### src/rtl/inverse_permute_map.sv
// -----------------------------------------------------------------------------
// inverse_permute_map
//
// Decrypt-side bit-permutation stage of the encrypter v2 datapath. It applies
// the inverse of the fixed 64-entry forward permutation ROUNDS times to each
// accepted block, which recovers the pre-permutation block. It has
// valid/ready handshakes on both the input side and the output side.
//
// Bit numbering: vectors are [0:63], and bit 0 is the MSB. The inverse map is
// out[j] = in[INV_TAB[j]]. The forward map is its transpose,
// out[INV_TAB[j]] = in[j].
//
// Parameters:
//   ROUNDS     passes per block, 1..255 (must match the encrypt side)
//
// Optional build macro:
//   PERMUTE_DIR_SEL_EN  adds input 'dir'. It is sampled at the accept edge.
//                       dir=1 applies the forward map for every round.
//                       dir=0 applies the inverse map.
//
// Ports:
//   clk        rising-edge clock
//   rst_n      asynchronous active-low reset
//   set        synchronous abort/clear: go to IDLE and zero the outputs
//   in_valid   data_in holds a block
//   in_ready   block can be accepted (registered, IDLE only)
//   data_in    permuted block
//   out_valid  data_out holds a finished block
//   out_ready  downstream accepts data_out
//   data_out   recovered block (zero unless in DONE)
//   status     high while in DONE (mirrors out_valid)
// -----------------------------------------------------------------------------
module inverse_permute_map #(
    parameter int ROUNDS = 1
) (
    input  logic        clk,
    input  logic        rst_n,
    input  logic        set,
    input  logic        in_valid,
    output logic        in_ready,
    input  logic [0:63] data_in,
    output logic        out_valid,
    input  logic        out_ready,
    output logic [0:63] data_out,
    output logic        status
`ifdef PERMUTE_DIR_SEL_EN
   ,input  logic        dir
`endif
);

    if (ROUNDS < 1 || ROUNDS > 255) begin : g_rounds_chk
        $error("inverse_permute_map: ROUNDS must be within 1..255");
    end

    localparam logic [7:0] RLAST = 8'(ROUNDS);

    localparam int INV_TAB [64] = '{
        26, 51, 41, 11, 34, 56, 12, 50, 61, 25, 55, 44, 35, 49, 21, 58,
        24, 43, 18,  2, 33, 36, 52, 32, 63,  1, 53, 42, 57,  3, 31, 22,
        13, 54,  9, 40,  5, 37, 19, 62, 39,  8, 29,  0, 27, 20, 59, 48,
        16, 28, 45,  7, 17,  4, 30, 23, 47, 14,  6, 38, 10, 15, 46, 60
    };

    localparam logic [1:0] S_IDLE = 2'd0;
    localparam logic [1:0] S_RUN  = 2'd1;
    localparam logic [1:0] S_DONE = 2'd2;

    logic [1:0]  state, state_nx;
    logic [7:0]  cnt;
    logic [7:0]  cnt_inc;
    logic [0:63] work;
    logic        accept;
    logic [0:63] perm_src;
    logic [0:63] perm_inv;
    logic [0:63] perm_out;

    assign accept  = (state == S_IDLE) && in_ready && in_valid;
    assign cnt_inc = cnt + 8'd1;

    // A single permutation network serves both the accept pass (which reads
    // data_in) and the RUN passes (which read the work register).
    assign perm_src = accept ? data_in : work;

    for (genvar j = 0; j < 64; j++) begin : g_inv
        assign perm_inv[j] = perm_src[INV_TAB[j]];
    end

`ifdef PERMUTE_DIR_SEL_EN
    logic        dir_q;
    logic        dir_sel;
    logic [0:63] perm_fwd;

    // At the accept edge, the live dir input selects the map. After that, the
    // stored copy selects it, so every round of a block uses the same map.
    assign dir_sel = accept ? dir : dir_q;

    for (genvar j = 0; j < 64; j++) begin : g_fwd
        assign perm_fwd[INV_TAB[j]] = perm_src[j];
    end

    assign perm_out = dir_sel ? perm_fwd : perm_inv;

    always_ff @(posedge clk or negedge rst_n) begin
        if (!rst_n) begin
            dir_q <= 1'b0;
        end else if (set) begin
            dir_q <= 1'b0;
        end else if (accept) begin
            dir_q <= dir;
        end
    end
`else
    assign perm_out = perm_inv;
`endif

    // Next-state logic. set has priority over every other transition.
    always_comb begin
        state_nx = state;
        case (state)
            S_IDLE: if (accept) state_nx = (ROUNDS == 1) ? S_DONE : S_RUN;
            S_RUN:  if (cnt_inc == RLAST) state_nx = S_DONE;
            S_DONE: if (out_ready) state_nx = S_IDLE;
            default: state_nx = S_IDLE;
        endcase
        if (set) state_nx = S_IDLE;
    end

    always_ff @(posedge clk or negedge rst_n) begin
        if (!rst_n) begin
            state    <= S_IDLE;
            cnt      <= 8'd0;
            work     <= '0;
            in_ready <= 1'b0;
        end else begin
            state    <= state_nx;
            // in_ready is registered from the next state. It is therefore low
            // in the first cycle after reset release and in the out_ready
            // cycle. This enforces at least one IDLE cycle between blocks.
            in_ready <= (state_nx == S_IDLE);
            if (set) begin
                cnt  <= 8'd0;
                work <= '0;
            end else begin
                case (state)
                    S_IDLE: if (accept) begin
                        work <= perm_out;
                        cnt  <= 8'd1;
                    end
                    S_RUN: begin
                        work <= perm_out;
                        cnt  <= cnt_inc;
                    end
                    S_DONE: if (out_ready) cnt <= 8'd0;
                    default: cnt <= 8'd0;
                endcase
            end
        end
    end

    assign out_valid = (state == S_DONE);
    assign status    = out_valid;
    assign data_out  = out_valid ? work : '0;

endmodule

### config.mk
export PLATFORM = sky130hd
export DESIGN_NAME = inverse_permute_map
export DESIGN_NICKNAME = d
export VERILOG_FILES = /design/src/rtl/inverse_permute_map.sv
export SDC_FILE = /design/constraint.sdc
export NUM_CORES = 1
export LEC_CHECK = 0
export CAP_MARGIN = 20
export CORE_MARGIN = 2
export CORE_UTILIZATION = 47
export DETAILED_ROUTE_END_ITERATION = 6
export PLACE_DENSITY = 0.9
export SLEW_MARGIN = 20
export SYNTH_ARGS = -nofsm -noshare
export SYNTH_HDL_FRONTEND = slang
export SYNTH_SLANG_ARGS = --single-unit
### constraint.sdc
create_clock -name clk -period 2.55 [get_ports clk]
set_clock_uncertainty 0.2 [all_clocks]
set_input_delay 0.3825 -clock clk [delete_from_list [all_inputs] [get_ports clk]]
set_output_delay 0.3825 -clock clk [all_outputs]
set_load 0.01 [all_outputs]
* After elaboration in Yosys (flattened, before gate mapping)
Index checks and enable logic that the tools add are counted.
** Storage, ports and cells
- Flip-flop bits (word level) :: 75
- Bits in read-only memories :: 0
- Output and inout bits :: 67
- Input port bits :: 69
- Logic and storage cells :: 31
- Latch bits :: 0
- Memories :: 0
- Bits in writable memories :: 0
** Cells by class
- Order comparisons :: 0
- Shift-type cells :: 0
- Reductions and logical operators :: 7
- Div/mod/pow operators :: 0
- Multiply operators :: 0
- Bitwise logic cells :: 0
- Muxes and demuxes :: 14
- Eq/ne operators :: 5
- Add/subtract/negate cells :: 1
** Operators with widths (number)
- 2-to-1 mux 64 bit :: 4
- case mux 64 bit (2 select lines) :: 1
- 2-to-1 mux 8 bit :: 3
- case mux 8 bit (3 select lines) :: 1
- adder 8 x 1 -> 8 bit (second input constant) :: 1
- equality test 8 x 1 -> 1 bit (second input constant) :: 1
- 2-to-1 mux 2 bit :: 4
- case mux 2 bit (3 select lines) :: 1
- zero test 2 bit :: 2
- AND reduction 2 bit :: 2
- inequality test 3 x 2 -> 1 bit (second input constant) :: 1
- inequality test 3 bit (second input constant) :: 1
- nonzero test 3 bit :: 1
- equality test 2 x 1 -> 1 bit (second input constant) :: 1
- equality test 2 bit (second input constant) :: 1
- logical AND 1 bit :: 2

* Logic depth before layout (Yosys ltp)
Gate-level depths: netlist of run 1.
- Depth in word-level cells :: 7
- Mapped depth :: 7
- Depth with buffers taken out :: 6

* Least setup slack after synthesis of run 1
No wires, ideal clock.
- Path kind :: flip-flop to output port
- Start :: register state[0]
- End :: output data_out[10] (netlist bit)
- Required time :: 1.967 ns
- Buffers on the path :: 2
- Path slack :: 0.647 ns
- Stages on the path, launching flop included :: 5
- Arrival time :: 1.321 ns
- Path through :: dfrtp_1 > and2b_2 > clkbuf_1 > clkbuf_1 > and2_1
** On the way
- Word-level cells in the longest chain between the ends :: 2
** Ends and longest elaborated chain
- from (decl) :: line 68 : logic [1:0] state, state_nx;
- from (signal assigned) :: line 135 : state <= state_nx;
- equality test 2 bit :: line 160 : assign out_valid = (state == S_DONE);
- 2-to-1 mux 64 bit :: line 162 : assign data_out = out_valid ? work : '0;
- to (decl) :: line 44 : output logic [0:63] data_out,
No other way between the ends.

* Final worst setup path of run 1
- Start :: register state[0]
- End :: output data_out[33] (netlist bit)
Same word-level chain as after synthesis.

==> run metrics, run 1 <==
first-pass GRT wire length=17.89 mm; crit path launch type=register; Slew @ Worst Pin=~0.95 ns; Leakage=around 2.6 nW; final worst path period share=~98%; grt ovf=0; crit path DAT=between 1.5 and 2 ns; Syn. warnings=0; clk_lat worst skew=roughly 0.34 ns; Final Slew Violations=0; unrepaired setup endpoints after global routing=no; max cap viols=0; count of final hold-check violations=7; CP required=between 1.5 and 2 ns; port bufs=between 100 and 150; Clock Tree Buf Depth=2; number of synthesized flops with an enable pin=0; Post-route DRC=0; CTS tree=built; Top Ports=about 140; ys async rst share=100.0%; status=finished, violations left; WL per Instance=around 17 um; Filler cells=676; crit path max fanout=30; Post-DRT Antenna Nets=0; Tmin final=about 2.5 ns; commonest non-fill, non-tap cell in the layout=clkdlybuf4s50_1; slew margin rel.=between 30% and 40%; flops & latches, synth=75; Detailed Route Iter0 Violations=approximately 200; gr usage total=22.73%; failing checks=negative hold slack; dpl hpwl=~7.7 mm; setup_tns=0 ns; fraction of layout cells with a size suffix above 1=between 10% and 20%; die width=98.85 um; gpl congestion=0.8110; Die H=between 90 and 100 um; Yosys cell types=33; Nets=between 600 and 700; FF+latch area=approximately 1900 um2; most frequent cells in the layout=clkdlybuf4s50_1 (115), dfrtp_1 (75), nor2_1 (70); Detailed Route WL=approximately 11 mm; DP Area=about 5600 um2; Starting Density=around half; crit path kind=reg -> out; Peak supply drop=276.6 uV; routed vias/inst=roughly 5.5; vias in the first global route=roughly 3.6k; root buffer cell=clkbuf_8; Final setup viols=0; syn_area_per_cell=slightly below 10 um2; First-pass DRT Iterations=5; Core ar.=between 8000 and 9000 um2; std cell rows=34; Top FF cell, synth=dfrtp_1; HP Class=in -> async; Clock Pin Slew Worst Setup and Hold Paths=around 0.080 ns; Syn-to-layout area delta=38.30%; Gate Count Post-Synth=between 400 and 500; PwrDens=roughly 560 nW/um2; final instance area=about 5800 um2; largest net degree at the start of global routing=79; hold slack=-0.01706 ns; area occupied by multi-input gates=2071 um2; post-synthesis sequential area ratio=between 40% and 50%; die area=between 9000 and 10000 um2; antenna violations before repair=0; Max H-tree Level=3; antenna diode count=0; Achievable Freq=0.4019 GHz; net count after synthesis=about 500; Netlist Area Pre-Place=~4200 um2; Clock Sink Count=75; CTS buffer count=9; CP endpoint kind=primary output; via count=roughly 3.7k
-- worst paths after layout --
| path | from | to | slack [ns] | depth (start not counted) |
|---|---|---|---|---|
| max in group asynchronous | rst_n | work[19]$_DFFE_PN0P_ | 1.56 | 1 |
| hold reg to reg | work[18]$_DFFE_PN0P_ | work[18]$_DFFE_PN0P_ | 0.31 | 1 |
| setup / recovery | state[0]$_DFF_PN0_ | data_out[33] | 0.06 | 4 |
| min in group clk | work[18]$_DFFE_PN0P_ | work[18]$_DFFE_PN0P_ | 0.31 | 1 |
| hold / removal | rst_n | work[50]$_DFFE_PN0P_ | -0.02 | 1 |
| setup reg to reg | state[1]$_DFF_PN0_ | work[23]$_DFFE_PN0P_ | 0.49 | 6 |
-- power by group --
| part | switching [W] | internal (W) |
|---|---|---|
| sequential | 0.000151 | 0.00135 |
| clock | 0.000433 | 0.000499 |
| combinational | 0.000409 | 0.000430 |
-- cell type report --
| type | count | area share, % |
|---|---|---|
| Multi-Input combinational cell | 315 | 35.42 |
| Sequential cell | 75 | 32.10 |
| Timing Repair Buffer | 147 | 26.41 |
| Clock buffer | 11 | 2.589 |
| Tap cell | 108 | 2.311 |
| Clock inverter | 4 | 0.8560 |
| Inverter | 5 | 0.3210 |
-- layer usage --
metal  track usage [%]  wire length, um  up-vias
met5                 0                0        -
met4             6.428              123        0
met3             4.468              807       10
met2             37.01             5558      143
met1             31.04             4863     1747
li1                  -                -     1751
-- registers in the layout (all words and copies together) (netlist names) --
signal and cells:
cnt 8, in_ready 1, state 2, work 64
-- repair_timing --
| action | 4_1_cts | 5_1_grt |
|---|---|---|
| resized for setup | 2 | 19 |
| hold buffers | 0 | 0 |
| buffers inserted | 1 | 0 |
| cloned | 1 | 0 |
| endpoints found under the setup margin | 57 | 19 |
-- through the flow --
step	total power [W]	instances	setup WS [ns]	util (%)	hold slack (ns)
finish	0.003275	665	0.06169	67.04	-0.01706
global placement	0.002324	648	0.2079	63.77	0.2778
detailed placement	0.002358	648	0.1327	63.77	0.2922
CTS	0.003299	665	0.008161	66.50	0.02416
floorplan	0.001989	431	0.6469	-	-0.1131
global route	0.003429	665	0.0007911	67.04	0.05368
-- synthesized netlist by cell type, types with 2 or more instances --
master,n,area (um2)
nand3_1,4,20.02
nor3_1,3,15.01
nor2_1,70,262.8
a22oi_2,4,50.05
clkbuf_1,7,26.28
a21oi_2,59,516.8
a22oi_1,58,435.4
buf_4,8,60.06
a21oi_1,8,40.04
nand2_1,11,41.29
xnor2_1,3,26.28
buf_6,13,146.4
inv_1,4,15.01
buf_2,8,40.04
and2_1,65,406.6
ha_1,2,25.02
and3_1,2,12.51
dfrtp_1,75,1877
o21ai_0,11,55.05
a22o_1,3,26.28
-- worst max-delay path: stages, from the launching register on --
cell	delay, ns
dfrtp_1	0.38
and2b_4	0.31
buf_12	0.18
and2_1	0.15
clkdlybuf4s50_1	0.54
-- cells by family after synthesis --
group,Yosys count,share of synthesized area [%]
AND/OR/NAND/NOR,159,18.94
AO/OA/AOI/OAI,150,28.35
flip-flops,75,44.39
buffers and inverters,41,6.896
XOR/XNOR,4,0.8288
adder cells (fa/ha/maj),2,0.5918
Note: power is estimated with default switching activity, not from simulation.
==> run 2: changes to the inputs <==
- CORE_UTILIZATION: 47 -> 48
- CTS_BUF_LIST: unset -> sky130_fd_sc_hd__clkbuf_4
- PLACE_DENSITY: 0.9 -> 0.92
==> run 2 against run 1 <==
Against the previous run:
- the flow now finishes without violations
- routed wire length down 0.33%
- first-iteration DRC count grew 12%
- global-route usage rose by 0.94 points
- sequential share of layout area grew 0.74 points
- critical path depth down 1
- combinational power decreased by 2.5%
- hold slack better by 0.33 ns
- highest routed layer unchanged
- cell area is 2.2% lower
- die area decreased by 2.0%
- via count is 1.1% higher
- flip-flop and latch count stayed put
==> run metrics, run 2 (synthesis gave the netlist of run 1 again) <==
Achievable Freq=0.4057 GHz (+0.95%); vias in the first global route=3720 (+4.7%); Top Ports=136 (unchanged); M3 GR Usage=6.013% (+1.5 points); Tmin final=2.465 ns (-0.02330 ns); Filler cells=715 (+5.8%); Clock Sink Count=75 (unchanged); first-pass GRT wire length=18.33 mm (+2.4%); slew margin rel.=36.94% (+0.052 points); fraction of layout cells with a size suffix above 1=17.32% (+0.086 points); Net Sw Frac=33.25% (+2.9 points); die area=9575 um2 (-2.0%); Reg2Reg Launch Point=state[1]$_DFF_PN0_; CTS tree=built; Post-route DRC=0 (unchanged); Detailed Route Iter0 Violations=229 (+12%); Final Power=0.002919 W (-11%); sequential group share of total power=51.5% (+5.6 points); grt met1 use=30.72% (-0.32 points); status=complete, no violations; dpl hpwl=7.951 mm (+3.1%); most frequent cells in the layout=dfrtp_1 (75), clkdlybuf4s50_1 (72), nor2_1 (70); NetSw=0.0009708 W (-2.2%); peak-usage layer in the global routing report=met2; Post-DRT Antenna Nets=0 (unchanged); Max H-tree Level=3 (unchanged); internal power=0.001948 W (-15%); via count=3692 (+1.1%); CP startpoint=state[0]$_DFF_PN0_; Final Slew Violations=0 (unchanged); crit path max fanout=29 (-3.3%); port bufs=135 (unchanged); PwrDens=510.8 nW/um2 (-8.8%); unrepaired setup endpoints after global routing=no; grt ovf=0 (unchanged); Clock Pin Slew Worst Setup and Hold Paths=0.12 ns (+0.04 ns); Detailed Route WL=11.32 mm (-0.33%); std cell rows=34 (unchanged); max FFs per register=64 (unchanged); count of final hold-check violations=0 (-7); CP endpoint kind=primary output; FF+latch area=1877 um2 (unchanged); crit path launch type=register; antenna violations before repair=0 (unchanged); crit path kind=reg -> out; commonest non-fill, non-tap cell in the layout=dfrtp_1; final worst path period share=96.67% (-0.91 points); logic gate share of total power=28.0% (+2.4 points); CTS buffer count=9 (unchanged); area occupied by multi-input gates=2071 um2 (unchanged); hold slack=0.3174 ns (+0.3345 ns); Worst Hold Launch=work[37]$_DFFE_PN0P_; Core ar.=8636 um2 (-0.98%); die width=97.85 um (-1.0%); antenna diode count=0 (unchanged); CP required=1.97 ns (about the same); First-pass DRT Iterations=4 (-1); Final setup viols=0 (unchanged); Die H=97.85 um (-1.0%); Clock Tree Buf Depth=2 (unchanged); top flop regs=work x64, cnt x8, state x2; gpl congestion=0.7956 (-1.9%); Nets=628 (+0.64%); Starting Density=48.96% (+0.48 points); root buffer cell=clkbuf_4; Leakage=2.672 nW (+1.6%); max cap viols=0 (unchanged); largest net degree at the start of global routing=76 (-3.8%); Most flops, register=work; HP Class=reg -> reg; clk_lat worst skew=0.41 ns (+0.07 ns); Syn-to-layout area delta=35.19%; Slew @ Worst Pin=0.9459 ns (-0.0007848 ns); grt met2 use=39.09% (+2.1 points); routed vias/inst=5.527 (+0.67%); clock power share=20.4% (-8.1 points); WL per Instance=16.94 um (-0.77%); crit path DAT=1.88 ns (-0.03 ns); gr usage total=23.66% (+0.94 points); Peak supply drop=306.8 uV (+11%)
## run 2: changes by cell type in the layout (fill, tap and decap cells not counted), moves of 3 or more
| cell | before | now |
|---|---|---|
| buf_12 | 3 | 6 |
| clkbuf_4 | 0 | 9 |
| clkbuf_8 | 11 | 0 |
| clkdlybuf4s50_1 | 115 | 72 |
| dlygate4sd2_1 | 0 | 53 |
| dlymetal6s2s_1 | 19 | 9 |
## run 2: metal layers
layer | wire length (um) | up-vias
li1 | - | 1755
met2 | 5674 | 126
met3 | 750 | 16
met4 | 189 | 0
met5 | 0 | -
met1 | 4701 | 1795
## run 2: repair_timing
| action | 4_1_cts | 5_1_grt |
|---|---|---|
| buffers inserted | 1 | 3 |
| setup endpoints to repair | 56 | 9 |
| pin swaps | 0 | 0 |
| hold endpoints to repair | 75 | 0 |
| hold buffers | 1 | 0 |
| cloned | 0 | 0 |
| resized for setup | 56 | 10 |
## run 2: worst paths after layout
kind                                         to  slack [ns]  cells after the start
max reg2reg                work[36]$_DFFE_PN0P_        0.53                      6
max in group asynchronous  work[42]$_DFFE_PN0P_        1.10                      2
max                                      status        0.08                      3
min                        work[37]$_DFFE_PN0P_        0.32                      1
min reg2reg                work[37]$_DFFE_PN0P_        0.32                      1
min in group asynchronous   work[7]$_DFFE_PN0P_        0.44                      2
## run 2: power by group through the flow
stage / Sequential [W] / Clock, W / Combinational (W)
floorplan: 0.00146 / 0 / 0.000526
global placement: 0.00151 / 0 / 0.000823
detailed placement: 0.00152 / 0 / 0.000851
CTS: 0.00150 / 0.000608 / 0.000823
global route: 0.00152 / 0.000675 / 0.000895
finish: 0.00150 / 0.000597 / 0.000818
## run 2: worst max-delay path, cell delays in order (launching register included)
cell and delay (ns):
dfrtp_1 0.40, and2b_4 0.33, buf_12 0.18, clkdlybuf4s50_1 0.55
## run 2: layout make-up
class / instances / area share [%]
clock buffer: 9 / 1.182
clock inverter: 5 / 0.5692
inverter: 5 / 0.3284
multi-input combinational: 315 / 36.23
sequential: 75 / 32.84
tap: 108 / 2.364
timing repair buffer: 151 / 26.49
## run 2: per-stage QoR
step                      TNS (ns)  setup WS [ns]  instances  util [%]  cell area [um2]
after floorplan                  0         0.6469        431         -             4228
after global placement           0         0.2437        649     64.92             5607
after detailed placement         0         0.1397        649     64.92             5607
after CTS                 -0.06934       -0.02955        665     65.62             5667
after global routing             0       0.008734        668     66.18             5715
final                            0        0.08499        668     66.18             5715
==> run 3: changes to the inputs <==
- CORE_ASPECT_RATIO: unset -> 2
==> run 3 against run 2 <==
Against the previous run:
- critical path depth is the same
- flip-flop and latch count unchanged
- clock power grew 22%
- non-clock buffer count rose by 1
- largest cell class unchanged
- sequential power about the same
- setup slack better by 0.013 ns
- hold slack got worse by 0.013 ns
- utilization grew 0.38 points
- largest power group unchanged
- final cell count fell by 0.60%
- maximum frequency grew 0.54%
- cell area barely moved
- routed wire length increased by 6.7%
==> run metrics, run 3 (synthesis gave the netlist of run 1 again) <==
status=complete, no violations; Layout Cells excl Fill=664 (-0.60%); Peak supply drop=349.7 uV (+14%); Max H-tree Level=3 (unchanged); setup_tns=0 ns (unchanged); Final Slew Violations=0 (unchanged); antenna violations before repair=1 (+1); clock power share=23.8% (+3.4 points); via count=3781 (+2.4%); Clock Pin Slew Worst Setup and Hold Paths=0.13 ns (about the same); Starting Density=49.23% (+0.27 points); commonest non-fill, non-tap cell in the layout=dfrtp_1; logic gate share of total power=26.9% (-1.1 points); top flop regs=work x64, cnt x8, state x2; Worst Hold Depth=1 (unchanged); First-pass DRT Iterations=5 (+1); max FFs per register=64 (unchanged); gr usage total=25.73% (+2.1 points); slew margin rel.=34.93% (-2.0 points); HP Class=reg -> reg; sequential group share of total power=49.3% (-2.2 points); Die H=136.7 um (+40%); fraction of layout cells with a size suffix above 1=17.76% (+0.44 points); Worst Hold Launch=work[18]$_DFFE_PN0P_; Clock Sink Count=75 (unchanged); largest net degree at the start of global routing=76 (unchanged); port bufs=135 (unchanged); most frequent cells in the layout=dfrtp_1 (75), nor2_1 (70), clkdlybuf4s50_1 (70); Tmin final=2.452 ns (-0.01335 ns); grt ovf=0 (unchanged); first-pass GRT wire length=19.06 mm (+4.0%); CP required=1.97 ns (about the same); crit path launch type=register; dpl hpwl=8.797 mm (+11%); internal power=0.002055 W (+5.4%); CTS tree=built; Most flops, register=work; Achievable Freq=0.4079 GHz (+0.54%); CP endpoint kind=primary output; std cell rows=48 (+41%); crit path cell chain=and2b_4 > buf_4 > clkdlybuf4s50_1; crit path DAT=1.87 ns (about the same); final worst path period share=96.14% (-0.52 points); crit path kind=reg -> out; Post-DRT Antenna Nets=0 (unchanged); Nets=629 (+0.16%); die width=70.36 um (-28%); Post-route DRC=0 (unchanged); Final setup viols=0 (unchanged); Detailed Route Iter0 Violations=277 (+21%); PwrDens=535.5 nW/um2 (+4.8%); Core ar.=8588 um2 (-0.55%); R2R cell count=6 (unchanged); Largest stage delay, worst path=0.53 ns (-0.02 ns); clk_lat worst skew=0.46 ns (+0.05 ns); hold slack=0.3042 ns (-0.01322 ns); gpl congestion=0.8449 (+6.2%); routed vias/inst=5.694 (+3.0%); Detailed Route WL=12.08 mm (+6.7%); Slew @ Worst Pin=0.9761 ns (+0.03019 ns); vias in the first global route=3786 (+1.8%); Reg2Reg Launch Point=cnt[1]$_DFFE_PN0P_; Leakage=2.591 nW (-3.0%); CP startpoint=state[0]$_DFF_PN0_; Placed Cells=644 (-0.77%); Syn-to-layout area delta=35.22% (about the same); Slowest-stage cell, CP=clkdlybuf4s50_1; Net Sw Frac=32.88% (-0.37 points); Clock Tree Buf Depth=2 (unchanged); NetSw=0.001007 W (+3.7%); root buffer cell=clkbuf_4; Final Power=0.003061 W (+4.9%); die area=9620 um2 (+0.47%); Top Ports=136 (unchanged); crit path max fanout=7 (-76%); max cap viols=0 (unchanged); CTS buffer count=9 (unchanged); unrepaired setup endpoints after global routing=no; count of final hold-check violations=0 (unchanged); WL per Instance=18.19 um (+7.4%)
## run 3: cell types whose count changed in the layout (fill, tap and decap cells not counted), sizes merged
cell           previous run  this run
clkdlybuf4s50            72        70
bufinv                    0         1
dlymetal6s2s              9         0
buf                      16        17
clkinv                    3         5
diode                     0         1
clkinvlp                  2         1
dlygate4sd2              53        64
## run 3: power by group through the flow
stage / registers (W) / logic (W) / clock network (W)
detailed placement: 0.00153 / 0.000865 / 0
global placement: 0.00152 / 0.000837 / 0
floorplan: 0.00146 / 0.000526 / 0
finish: 0.00151 / 0.000822 / 0.000730
CTS: 0.00151 / 0.000829 / 0.000737
global route: 0.00153 / 0.000897 / 0.000786
## run 3: layout make-up
cell class / instances / area, um2
fillers: 707 / 2872
multi-input cells: 315 / 2071
flip-flops and latches: 75 / 1877
repair buffers: 152 / 1486
well taps: 100 / 125.1
clock inverters: 7 / 68.82
clock buffers: 9 / 67.56
inverters: 5 / 18.77
diodes: 1 / 2.502
## run 3: path summary, 6_finish.rpt
kind | endpoint | slack, ns
max | status | 0.1
min | work[18]$_DFFE_PN0P_ | 0.30
max reg2reg | state[1]$_DFF_PN0_ | 0.50
min reg2reg | work[18]$_DFFE_PN0P_ | 0.30
max in group asynchronous | work[52]$_DFFE_PN0P_ | 1.10
min in group asynchronous | work[50]$_DFFE_PN0P_ | 0.35
## run 3: timing repair
item / in CTS / in global routing
endpoints found under the hold margin: 75 / 0
buffers inserted: 2 / 0
hold buffers: 1 / 0
endpoints found under the setup margin: 64 / 0
resized for setup: 65 / 0
## run 3: per-layer routing
layer | part of all wire, % | global-route usage, % | vias to the layer above | wire, um
li1 | - | - | 1763 | -
met1 | 34 | 27.49 | 1848 | 4094
met2 | 55 | 45.86 | 132 | 6639
met3 | 5.8 | 4.713 | 38 | 696
met4 | 5.3 | 16.24 | 0 | 644
met5 | 0 | 0 | - | 0
## run 3: metrics by stage
step	setup slack, ns	instance area, um2	utilization [%]
3_3_place_gp	0.2023	5632	65.57
3_5_place_dp	0.1305	5632	65.57
5_1_grt	0.05429	5717	66.56
6_report	0.09835	5717	66.56
4_1_cts	0.08695	5714	66.54
2_1_floorplan	0.6469	4228	-
## run 3: worst max-delay path: cells and delay by family (launching register included)
kind	cells	cell delay, ns
buffers and inverters	2	0.69
flip-flops	1	0.40
AND/OR/NAND/NOR	1	0.32
